--- config.mk ---
export PLATFORM = sky130hd
export DESIGN_NAME = bit_symbol_packer
export DESIGN_NICKNAME = d
export VERILOG_FILES = /design/src/rtl/zigbee_tx_pkg.sv /design/src/rtl/bit_symbol_packer_fifo.sv /design/src/rtl/bit_symbol_packer.sv
export SDC_FILE = /design/constraint.sdc
export NUM_CORES = 1
export LEC_CHECK = 0
export BUFFER_PORTS_ARGS = -buffer_cell sky130_fd_sc_hd__buf_4
export CELL_PAD_IN_SITES_DETAIL_PLACEMENT = 1
export CELL_PAD_IN_SITES_GLOBAL_PLACEMENT = 1
export CORE_MARGIN = 1
export CORE_UTILIZATION = 48
export DETAILED_ROUTE_END_ITERATION = 12
export PLACE_DENSITY = 0.86
export SETUP_SLACK_MARGIN = 0.02
export SYNTH_ARGS = -nofsm -noshare
export SYNTH_HDL_FRONTEND = slang
export SYNTH_SLANG_ARGS = --single-unit
export TNS_END_PERCENT = 1
--- constraint.sdc ---
create_clock -name i_clk -period 2.21 [get_ports i_clk]
set_input_delay 0.442 -clock i_clk [delete_from_list [all_inputs] [get_ports i_clk]]
set_output_delay 0.442 -clock i_clk [all_outputs]
set_load 0.01 [all_outputs]
--- src/rtl/zigbee_tx_pkg.sv ---
// Shared types and constants for the Zigbee transmit datapath.
// The symbol width used by the 2.4 GHz PHY is ZB_SYMBOL_WIDTH.
package zigbee_tx_pkg;

  localparam int ZB_SYMBOL_WIDTH = 4;

  typedef enum logic {
    IDLE = 1'b0,
    FILL = 1'b1
  } pack_state_e;

  // Default-width entry; modules with other widths declare their own.
  typedef struct packed {
    logic [ZB_SYMBOL_WIDTH-1:0] symbol;
    logic                       last;
    logic                       pad;
  } sym_entry_t;

  function automatic int cnt_width(input int n);
    return ($clog2(n) < 1) ? 1 : $clog2(n);
  endfunction

endpackage

--- src/rtl/bit_symbol_packer_fifo.sv ---
// Show-ahead synchronous FIFO with registered full/empty flags and a
// synchronous flush. The head entry reads as zero while the FIFO is empty.
module sync_fifo #(
  parameter int WIDTH = 6,
  parameter int DEPTH = 4
) (
  input  logic             i_clk,
  input  logic             i_rst_n,
  input  logic             i_clear,
  input  logic             i_push,
  input  logic [WIDTH-1:0] i_din,
  input  logic             i_pop,
  output logic [WIDTH-1:0] o_dout,
  output logic             o_full,
  output logic             o_empty
);

  localparam int AW = $clog2(DEPTH);
  localparam logic [AW:0] CNT_FULL = (AW+1)'(DEPTH);

  logic [WIDTH-1:0] r_mem [DEPTH];
  logic [AW-1:0]    r_wr_ptr;
  logic [AW-1:0]    r_rd_ptr;
  logic [AW:0]      r_count;
  logic             r_full;
  logic             r_empty;

  logic             w_push;
  logic             w_pop;
  logic [AW:0]      w_count_nxt;

  assign w_push = i_push & ~r_full;
  assign w_pop  = i_pop & ~r_empty;

  always_comb begin
    w_count_nxt = r_count;
    if (w_push && !w_pop) begin
      w_count_nxt = r_count + (AW+1)'(1);
    end else if (!w_push && w_pop) begin
      w_count_nxt = r_count - (AW+1)'(1);
    end
  end

  always_ff @(posedge i_clk or negedge i_rst_n) begin
    if (!i_rst_n) begin
      r_wr_ptr <= '0;
      r_rd_ptr <= '0;
      r_count  <= '0;
      r_full   <= 1'b0;
      r_empty  <= 1'b1;
    end else if (i_clear) begin
      r_wr_ptr <= '0;
      r_rd_ptr <= '0;
      r_count  <= '0;
      r_full   <= 1'b0;
      r_empty  <= 1'b1;
    end else begin
      if (w_push) r_wr_ptr <= r_wr_ptr + AW'(1);
      if (w_pop)  r_rd_ptr <= r_rd_ptr + AW'(1);
      r_count <= w_count_nxt;
      r_full  <= (w_count_nxt == CNT_FULL);
      r_empty <= (w_count_nxt == '0);
    end
  end

  // Storage holds data only; validity is tracked by the control flags.
  always_ff @(posedge i_clk) begin
    if (w_push && !i_clear) begin
      r_mem[r_wr_ptr] <= i_din;
    end
  end

  assign o_dout  = r_empty ? '0 : r_mem[r_rd_ptr];
  assign o_full  = r_full;
  assign o_empty = r_empty;

endmodule

--- src/rtl/bit_symbol_packer.sv ---
// Serial-to-parallel symbol packer: groups PPDU bits into symbols, zero-pads
// the last partial symbol of a frame and queues symbols for the spreader.
module bit_symbol_packer
  import zigbee_tx_pkg::*;
#(
  parameter int SYMBOL_WIDTH = ZB_SYMBOL_WIDTH,
  parameter int FIFO_DEPTH   = 4,
  parameter int LSB_FIRST    = 1
) (
  input  logic                    i_clk,
  input  logic                    i_rst_n,
  input  logic                    i_clear,
  input  logic                    i_valid,
  input  logic                    i_data,
  input  logic                    i_last,
  output logic                    o_ready,
  output logic [SYMBOL_WIDTH-1:0] o_symbol,
  output logic                    o_symbol_valid,
  input  logic                    i_symbol_ready,
  output logic                    o_symbol_last,
  output logic                    o_symbol_pad
);

  localparam int CNT_W = cnt_width(SYMBOL_WIDTH);
  localparam logic [CNT_W-1:0] CNT_LAST = CNT_W'(SYMBOL_WIDTH - 1);

  typedef struct packed {
    logic [SYMBOL_WIDTH-1:0] symbol;
    logic                    last;
    logic                    pad;
  } sym_word_t;

  localparam int ENTRY_W = $bits(sym_word_t);

  pack_state_e             r_state;
  pack_state_e             w_state_nxt;
  logic [CNT_W-1:0]        r_cnt;
  logic [CNT_W-1:0]        w_cnt_nxt;
  logic [SYMBOL_WIDTH-1:0] r_shift;
  logic [SYMBOL_WIDTH-1:0] w_shift_nxt;
  logic [SYMBOL_WIDTH-1:0] w_base;
  logic [SYMBOL_WIDTH-1:0] w_shift_in;

  logic                    w_accept;
  logic                    w_close;
  logic                    w_push;
  sym_word_t               w_entry;
  sym_word_t               w_head;
  logic [ENTRY_W-1:0]      w_fifo_dout;
  logic                    w_full;
  logic                    w_empty;
  logic                    w_pop;

  // Move the k received bits of a short symbol to their final positions.
  function automatic logic [SYMBOL_WIDTH-1:0] align_symbol(
    input logic [SYMBOL_WIDTH-1:0] sh,
    input logic [CNT_W-1:0]        cnt
  );
    logic [CNT_W-1:0] gap;
    gap = CNT_LAST - cnt;
    if (LSB_FIRST != 0) begin
      return sh >> gap;
    end else begin
      return sh << gap;
    end
  endfunction

  assign o_ready  = ~w_full;
  assign w_accept = i_valid & o_ready;
  assign w_close  = w_accept & ((r_cnt == CNT_LAST) | i_last);

  always_ff @(posedge i_clk or negedge i_rst_n) begin
    if (!i_rst_n) begin
      r_state <= IDLE;
      r_cnt   <= '0;
      r_shift <= '0;
    end else begin
      r_state <= w_state_nxt;
      r_cnt   <= w_cnt_nxt;
      r_shift <= w_shift_nxt;
    end
  end

  always_comb begin
    w_state_nxt = r_state;
    w_cnt_nxt   = r_cnt;
    w_shift_nxt = r_shift;
    w_push      = 1'b0;
    w_entry     = '0;
    // A fresh symbol always starts from an all-zero register.
    w_base      = (r_state == IDLE) ? '0 : r_shift;
    w_shift_in  = (LSB_FIRST != 0) ? {i_data, w_base[SYMBOL_WIDTH-1:1]}
                                   : {w_base[SYMBOL_WIDTH-2:0], i_data};

    if (i_clear) begin
      w_state_nxt = IDLE;
      w_cnt_nxt   = '0;
      w_shift_nxt = '0;
    end else if (w_accept) begin
      if (w_close) begin
        w_push         = 1'b1;
        w_entry.symbol = align_symbol(w_shift_in, r_cnt);
        w_entry.last   = i_last;
        w_entry.pad    = (r_cnt != CNT_LAST);
        w_state_nxt    = IDLE;
        w_cnt_nxt      = '0;
        w_shift_nxt    = '0;
      end else begin
        w_state_nxt = FILL;
        w_cnt_nxt   = r_cnt + CNT_W'(1);
        w_shift_nxt = w_shift_in;
      end
    end
  end

  assign w_pop = o_symbol_valid & i_symbol_ready;

  sync_fifo #(
    .WIDTH (ENTRY_W),
    .DEPTH (FIFO_DEPTH)
  ) u_fifo (
    .i_clk   (i_clk),
    .i_rst_n (i_rst_n),
    .i_clear (i_clear),
    .i_push  (w_push),
    .i_din   (w_entry),
    .i_pop   (w_pop),
    .o_dout  (w_fifo_dout),
    .o_full  (w_full),
    .o_empty (w_empty)
  );

  assign w_head         = w_fifo_dout;
  assign o_symbol_valid = ~w_empty;
  assign o_symbol       = w_head.symbol;
  assign o_symbol_last  = w_head.last;
  assign o_symbol_pad   = w_head.pad;

endmodule

==> results of run 1 <==
## how the worst max path moves through the flow
| stage | start | end | depth (start not counted) |
|---|---|---|---|
| CTS | u_fifo.r_rd_ptr[0]$_DFFE_PN0P_ | o_symbol_pad | 3 |
| floorplan | r_cnt[1]$_DFFE_PN0P_ | u_fifo.o_full$_DFF_PN0_ | 6 |
| global placement | u_fifo.r_rd_ptr[0]$_DFFE_PN0P_ | o_symbol[1] | 3 |
| global route | u_fifo.r_rd_ptr[0]$_DFFE_PN0P_ | o_symbol_pad | 3 |
| finish | u_fifo.r_rd_ptr[0]$_DFFE_PN0P_ | o_symbol_pad | 3 |
| detailed placement | u_fifo.r_rd_ptr[0]$_DFFE_PN0P_ | o_symbol_pad | 3 |
## report_power, final
group / leakage, nW / switching (mW) / internal, mW
sequential: 0.441 / 0.0706 / 0.838
combinational: 0.390 / 0.256 / 0.261
clock: 0.0556 / 0.242 / 0.330
## state kept, by name, indices dropped and copies added, names as in the netlist
signal           count
u_fifo.r_rd_ptr      2
u_fifo.r_mem        24
u_fifo.r_count       3
r_cnt                2
u_fifo.o_full        1
u_fifo.r_wr_ptr      2
u_fifo.o_empty       1
r_state              1
r_shift              3
## cell usage after synthesis (2+ instances only)
cell	count	area share (%)
a31oi_1	2	0.66
ha_1	7	4.6
nor2b_1	3	1.0
dfrtp_1	14	19
mux4_2	6	7.2
xnor2_1	4	1.9
nor2_1	14	2.8
mux2_2	3	1.8
inv_1	9	1.8
a32o_1	2	1.1
a22o_1	2	0.93
buf_2	2	0.53
edfxtp_1	24	38
and2_1	10	3.3
a21oi_1	5	1.3
clkbuf_1	2	0.40
nand2_1	9	1.8
nor3_1	2	0.53
nand2b_1	3	1.0
nand3_1	2	0.53
## placed cells by master (no fill, tap or decap), types with 3 or more instances in the layout
cell type / instances
and2_1: 10
mux2_2: 3
buf_4: 16
xnor2_1: 4
clkbuf_8: 5
nand2_1: 9
ha_1: 7
nor2b_1: 3
dfrtp_1: 13
edfxtp_1: 24
a21oi_1: 5
inv_1: 9
nor2_1: 14
mux4_2: 6
nand2b_1: 3
## per-layer routing
layer	wire length [um]	vias up
li1	-	544
met1	1550	551
met2	1710	24
met3	123	5
met4	46	0
met5	0	-
## layout make-up
cell class              count  area [um^2]
repair buffers             17          130
flip-flops and latches     39         1100
clock inverters             3         38.8
fillers                   386         1550
well taps                  48         60.1
inverters                   9         33.8
multi-input cells          90          732
clock buffers               5         68.8
## repair_timing
item                                    in CTS  in global routing
resized for setup                            1                  0
endpoints found under the hold margin        1                  0
endpoints found under the setup margin       6                  0
hold buffers                                 1                  0
buffers inserted                             0                  0
## worst max-delay path, stage by stage (launching register included)
cell and delay, ns:
dfrtp_2 0.51, mux4_2 0.53, and2_1 0.17, buf_4 0.14
## kinds of logic after synthesis
kind of cell               Yosys count  synth area share (%)
xor gates and xnor gates             5                  2.32
adders and majority gates            7                  4.65
DFF                                 39                  58.2
AOI/OAI and AO/OA                   16                  6.04
buffers and inverters               14                  2.92
and+or+nand+nor                     51                  14.9
muxes                               11                  11.0
## stage by stage
step                utilization, %  worst slack [ns]  instance area [um^2]  total power, mW  std cells
floorplan                        -             0.472                  1880             1.27        143
global placement              55.0             0.331                  2040             1.40        202
detailed placement            55.0             0.283                  2040             1.43        202
CTS                           58.2             0.102                  2160             2.01        211
global route                  58.2            0.0409                  2160             2.10        211
finish                        58.2             0.131                  2160             2.00        211
==> flow_summary.toml, run 1 <==
[status]
status = "finished clean"

[logic_synthesis]
synth.distinct_cells = 38
async_reset_ff_share_pct = 38.5
syn-num-nets = 157
netlist_area_um2 = 1880
syn_area_per_cell_um2 = 13.2
yosysWarnings = 0
synth.ff_latch_count = 39
synth-main-ff-cell = "edfxtp_1"
synthCells = 143
synth-edff-count = 24
seq_area_frac_synth_pct = 58.2

[global_routing]
grtUsageTotal_pct = 20.1
antenna_found_initial = 0
grt_util_met1_pct = 26.2
grt_pass1_vias = 1227
overflow = 0
grt_max_degree = 16
grt_pass1_wl_um = 6050
use_met2_pct = 33.2
busiest_layer = "met2"
use_met3_pct = 4.75

[routing]
dr.pass1.iters = 4
vias_per_cell = 5.33
drcViolationCount = 0
drt-total-wl_um = 3430
ant_nets = 0
drtIter0Drc = 46
vias = 1124
post_drt_wl_per_cell_um = 16.2

[timing]
hold_viol_final = 0
rsz0062_at_grt = "no"
fin_skew_ns = 0.00447
hold_ws_ns = 0.404
finalMaxSlewViolations = 0
setup_tns_ns = 0
fmax_mhz = 481
finalCritPeriodShare_pct = 94.1
maxSlewHeadroom_pct = 62.5
setup_viol_count_final = 0
tightest_slew_ns = 0.559
period_needed_ns = 2.08

[clock_network]
cts.path.max_buffers = 2
cts_buffers = 5
clockRootBuffer = "clkbuf_8"
cts_tree = "yes"
clk_latency_ns = 0.29
cts_sinks = 39
clk_pin_slew_ns = 0.07
h-tree-depth = 2

[min_path]
holdPathEnd = "r_shift[3]$_DFFE_PN0P_"
hold_depth = 2
worstHoldStart = "i_data"
hold_class = "in -> reg"

[placement]
io_buffer_count = 14
place.gp.congestion = 0.812
hpwlAfterDp_um = 2510

[setup_path]
end_kind = "output pin"
r2r-end = "u_fifo.o_full$_DFF_PN0_"
worstSetupStartpointType = "flip-flop"
reg2reg_setup_slack_ns = 0.34
cp.arrival_ns = 1.64
crit_fanout = 8
r2r_start = "r_cnt[0]$_DFFE_PN0P_"
worstSetupPathType = "reg -> out"
crit_required_ns = 1.77
r2r_cells = 6

[power_and_ir_drop]
ir_worst_vdd_v = 0.000539
powerDensity_nw_per_um2 = 924
p_leak_nw = 0.886

[floorplanning]
start_util_pct = 50.7
fp.dieW_um = 64.7
num_io_pins = 15
fp.dieH_um = 64.7
row_count = 22
die-area_um2 = 4180
core_area_um2 = 3720

[layout]
layout-drive-gt1-share_pct = 25.2
finalNetCount = 176
diodes = 0
area_growth_pct = 14.7

[flow_run]
max_cap_violations = 0
Power figures use the tool's default switching activity.
==> inputs of run 2 (changes only) <==
--- a/config.mk
+++ b/config.mk
@@ -11,6 +11,7 @@
 export CORE_MARGIN = 1
 export CORE_UTILIZATION = 48
 export DETAILED_ROUTE_END_ITERATION = 12
+export MAX_ROUTING_LAYER = met4
 export PLACE_DENSITY = 0.86
 export SETUP_SLACK_MARGIN = 0.02
 export SYNTH_ARGS = -nofsm -noshare
==> flow_summary.toml, run 2 (synthesized netlist as in run 1, its figures left out) <==
[routing]
drt-total-wl_um = 3430
post_drt_wl_per_cell_um = 16.2
drcViolationCount = 0
vias_per_cell = 5.32
vias = 1123
ant_nets = 0
dr.pass1.iters = 4
drtIter0Drc = 46

[layout]
layout_commonest_cell = "edfxtp_1"
final_cell_mix = "edfxtp_1, buf_4, nor2_1"
instances_no_fill = 211
top_register = "u_fifo.r_mem"
top_regs = "u_fifo.r_mem (24), r_shift (3), u_fifo.r_count (3)"
regArea_um2 = 1100
layout-drive-gt1-share_pct = 25.2
finalNetCount = 176
multi_input_area_um2 = 732
largest_reg_flops = 24
area_growth_pct = 14.7
diodes = 0
fillers = 386

[placement]
hpwlAfterDp_um = 2510
place.gp.congestion = 0.823
dp_cells = 202
io_buffer_count = 14
dp_slack_ns = 0.283

[timing]
setup_viol_count_final = 0
finalCritPeriodShare_pct = 94.1
fin_skew_ns = 0.00447
hold_viol_final = 0
fmax_mhz = 481
rsz0062_at_grt = "no"
worst_slack_ns = 0.131
tightest_slew_ns = 0.556
maxSlewHeadroom_pct = 62.7
setup_tns_ns = 0
period_needed_ns = 2.08
finalMaxSlewViolations = 0

[setup_path]
worstSetupPathType = "reg -> out"
worstSetupStartpointType = "flip-flop"
r2r-end = "u_fifo.o_full$_DFF_PN0_"
worstPathCellList = "mux4_2, and2_1, buf_4"
r2r_start = "r_cnt[0]$_DFFE_PN0P_"
crit_required_ns = 1.77
critPathSlowestCell = "mux4_2"
crit_fanout = 8
cp.arrival_ns = 1.64
r2r_cells = 6
cp_slowest_stage_delay_ns = 0.53
reg2reg_setup_slack_ns = 0.34
end_kind = "output pin"

[global_routing]
grt_max_degree = 16
antenna_found_initial = 0
grt_pass1_wl_um = 6050
overflow = 0
grtUsageTotal_pct = 20.7
grt_pass1_vias = 1227

[floorplanning]
core_area_um2 = 3720
fp.dieH_um = 64.7
fp.dieW_um = 64.7
row_count = 22
die-area_um2 = 4180
num_io_pins = 15
start_util_pct = 50.7

[clock_network]
clockRootBuffer = "clkbuf_8"
clk_latency_ns = 0.29
cts_setup_buffers = 0
clk_pin_slew_ns = 0.07
cts_buffers = 5
cts_tree = "yes"
h-tree-depth = 2
cts.path.max_buffers = 2
cts_sinks = 39

[power_and_ir_drop]
ir_worst_vdd_v = 0.000539
p_leak_nw = 0.886
power.total_mw = 2.00
powerDensity_nw_per_um2 = 924

[min_path]
worstHoldStart = "i_data"
hold_depth = 2
holdPathEnd = "r_shift[3]$_DFFE_PN0P_"
hold_class = "in -> reg"

[flow_run]
max_cap_violations = 0

[status]
status = "finished clean"
[run 2: cell counts in the layout (fill, tap and decap cells not counted)]
No cell type changed its count.
[run 2: worst max-delay path, delay by kind of cell (launching register included)]
family | cells | cell delay (ns)
flip-flops | 1 | 0.51
AND/OR/NAND/NOR | 1 | 0.17
buffers and inverters | 1 | 0.14
multiplexers | 1 | 0.53
[run 2: report_power, final]
group          switching, mW  internal, mW
Sequential            0.0706         0.838
Combinational          0.256         0.261
Clock                  0.242         0.330
Total                  0.569          1.43
[run 2: how the worst max path moves through the flow]
stage / startpoint / to / slack (ns) / depth (start not counted)
after floorplan: r_cnt[1]$_DFFE_PN0P_ / u_fifo.o_full$_DFF_PN0_ / 0.47 / 6
after CTS: u_fifo.r_rd_ptr[0]$_DFFE_PN0P_ / o_symbol_pad / 0.10 / 3
after global placement: u_fifo.r_rd_ptr[0]$_DFFE_PN0P_ / o_symbol[1] / 0.33 / 3
final: u_fifo.r_rd_ptr[0]$_DFFE_PN0P_ / o_symbol_pad / 0.13 / 3
after detailed placement: u_fifo.r_rd_ptr[0]$_DFFE_PN0P_ / o_symbol_pad / 0.28 / 3
after global routing: u_fifo.r_rd_ptr[0]$_DFFE_PN0P_ / o_symbol_pad / 0.04 / 3
[run 2: stage by stage]
step | hold slack (ns) | area (um^2) | utilization, %
6_report | 0.404 | 2160 | 58.2
5_1_grt | 0.418 | 2160 | 58.2
4_1_cts | 0.401 | 2160 | 58.2
3_5_place_dp | 0.311 | 2040 | 55.0
3_3_place_gp | 0.304 | 2040 | 55.0
2_1_floorplan | 0.146 | 1880 | -
[run 2: layer usage]
layer	share of wire [%]	GRT usage (%)	vias to the layer above	routed length, um
met5	0	-	-	0
met4	1.3	6.67	0	44
met3	3.6	4.75	5	123
met2	50	33.2	24	1710
met1	45	26.2	550	1550
li1	-	-	544	-
[run 2: cell type report]
type,count,area share (%)
Clock buffer,5,3.18
Tap cell,48,2.78
Inverter,9,1.56
Clock inverter,3,1.79
Multi-Input combinational cell,90,33.9
Sequential cell,39,50.8
Timing Repair Buffer,17,6.02
[run 2: repair_timing]
| action | 4_1_cts | 5_1_grt |
|---|---|---|
| endpoints found under the hold margin | 1 | 0 |
| hold buffers | 1 | 0 |
| setup endpoints to repair | 6 | 0 |
| resized for setup | 1 | 0 |
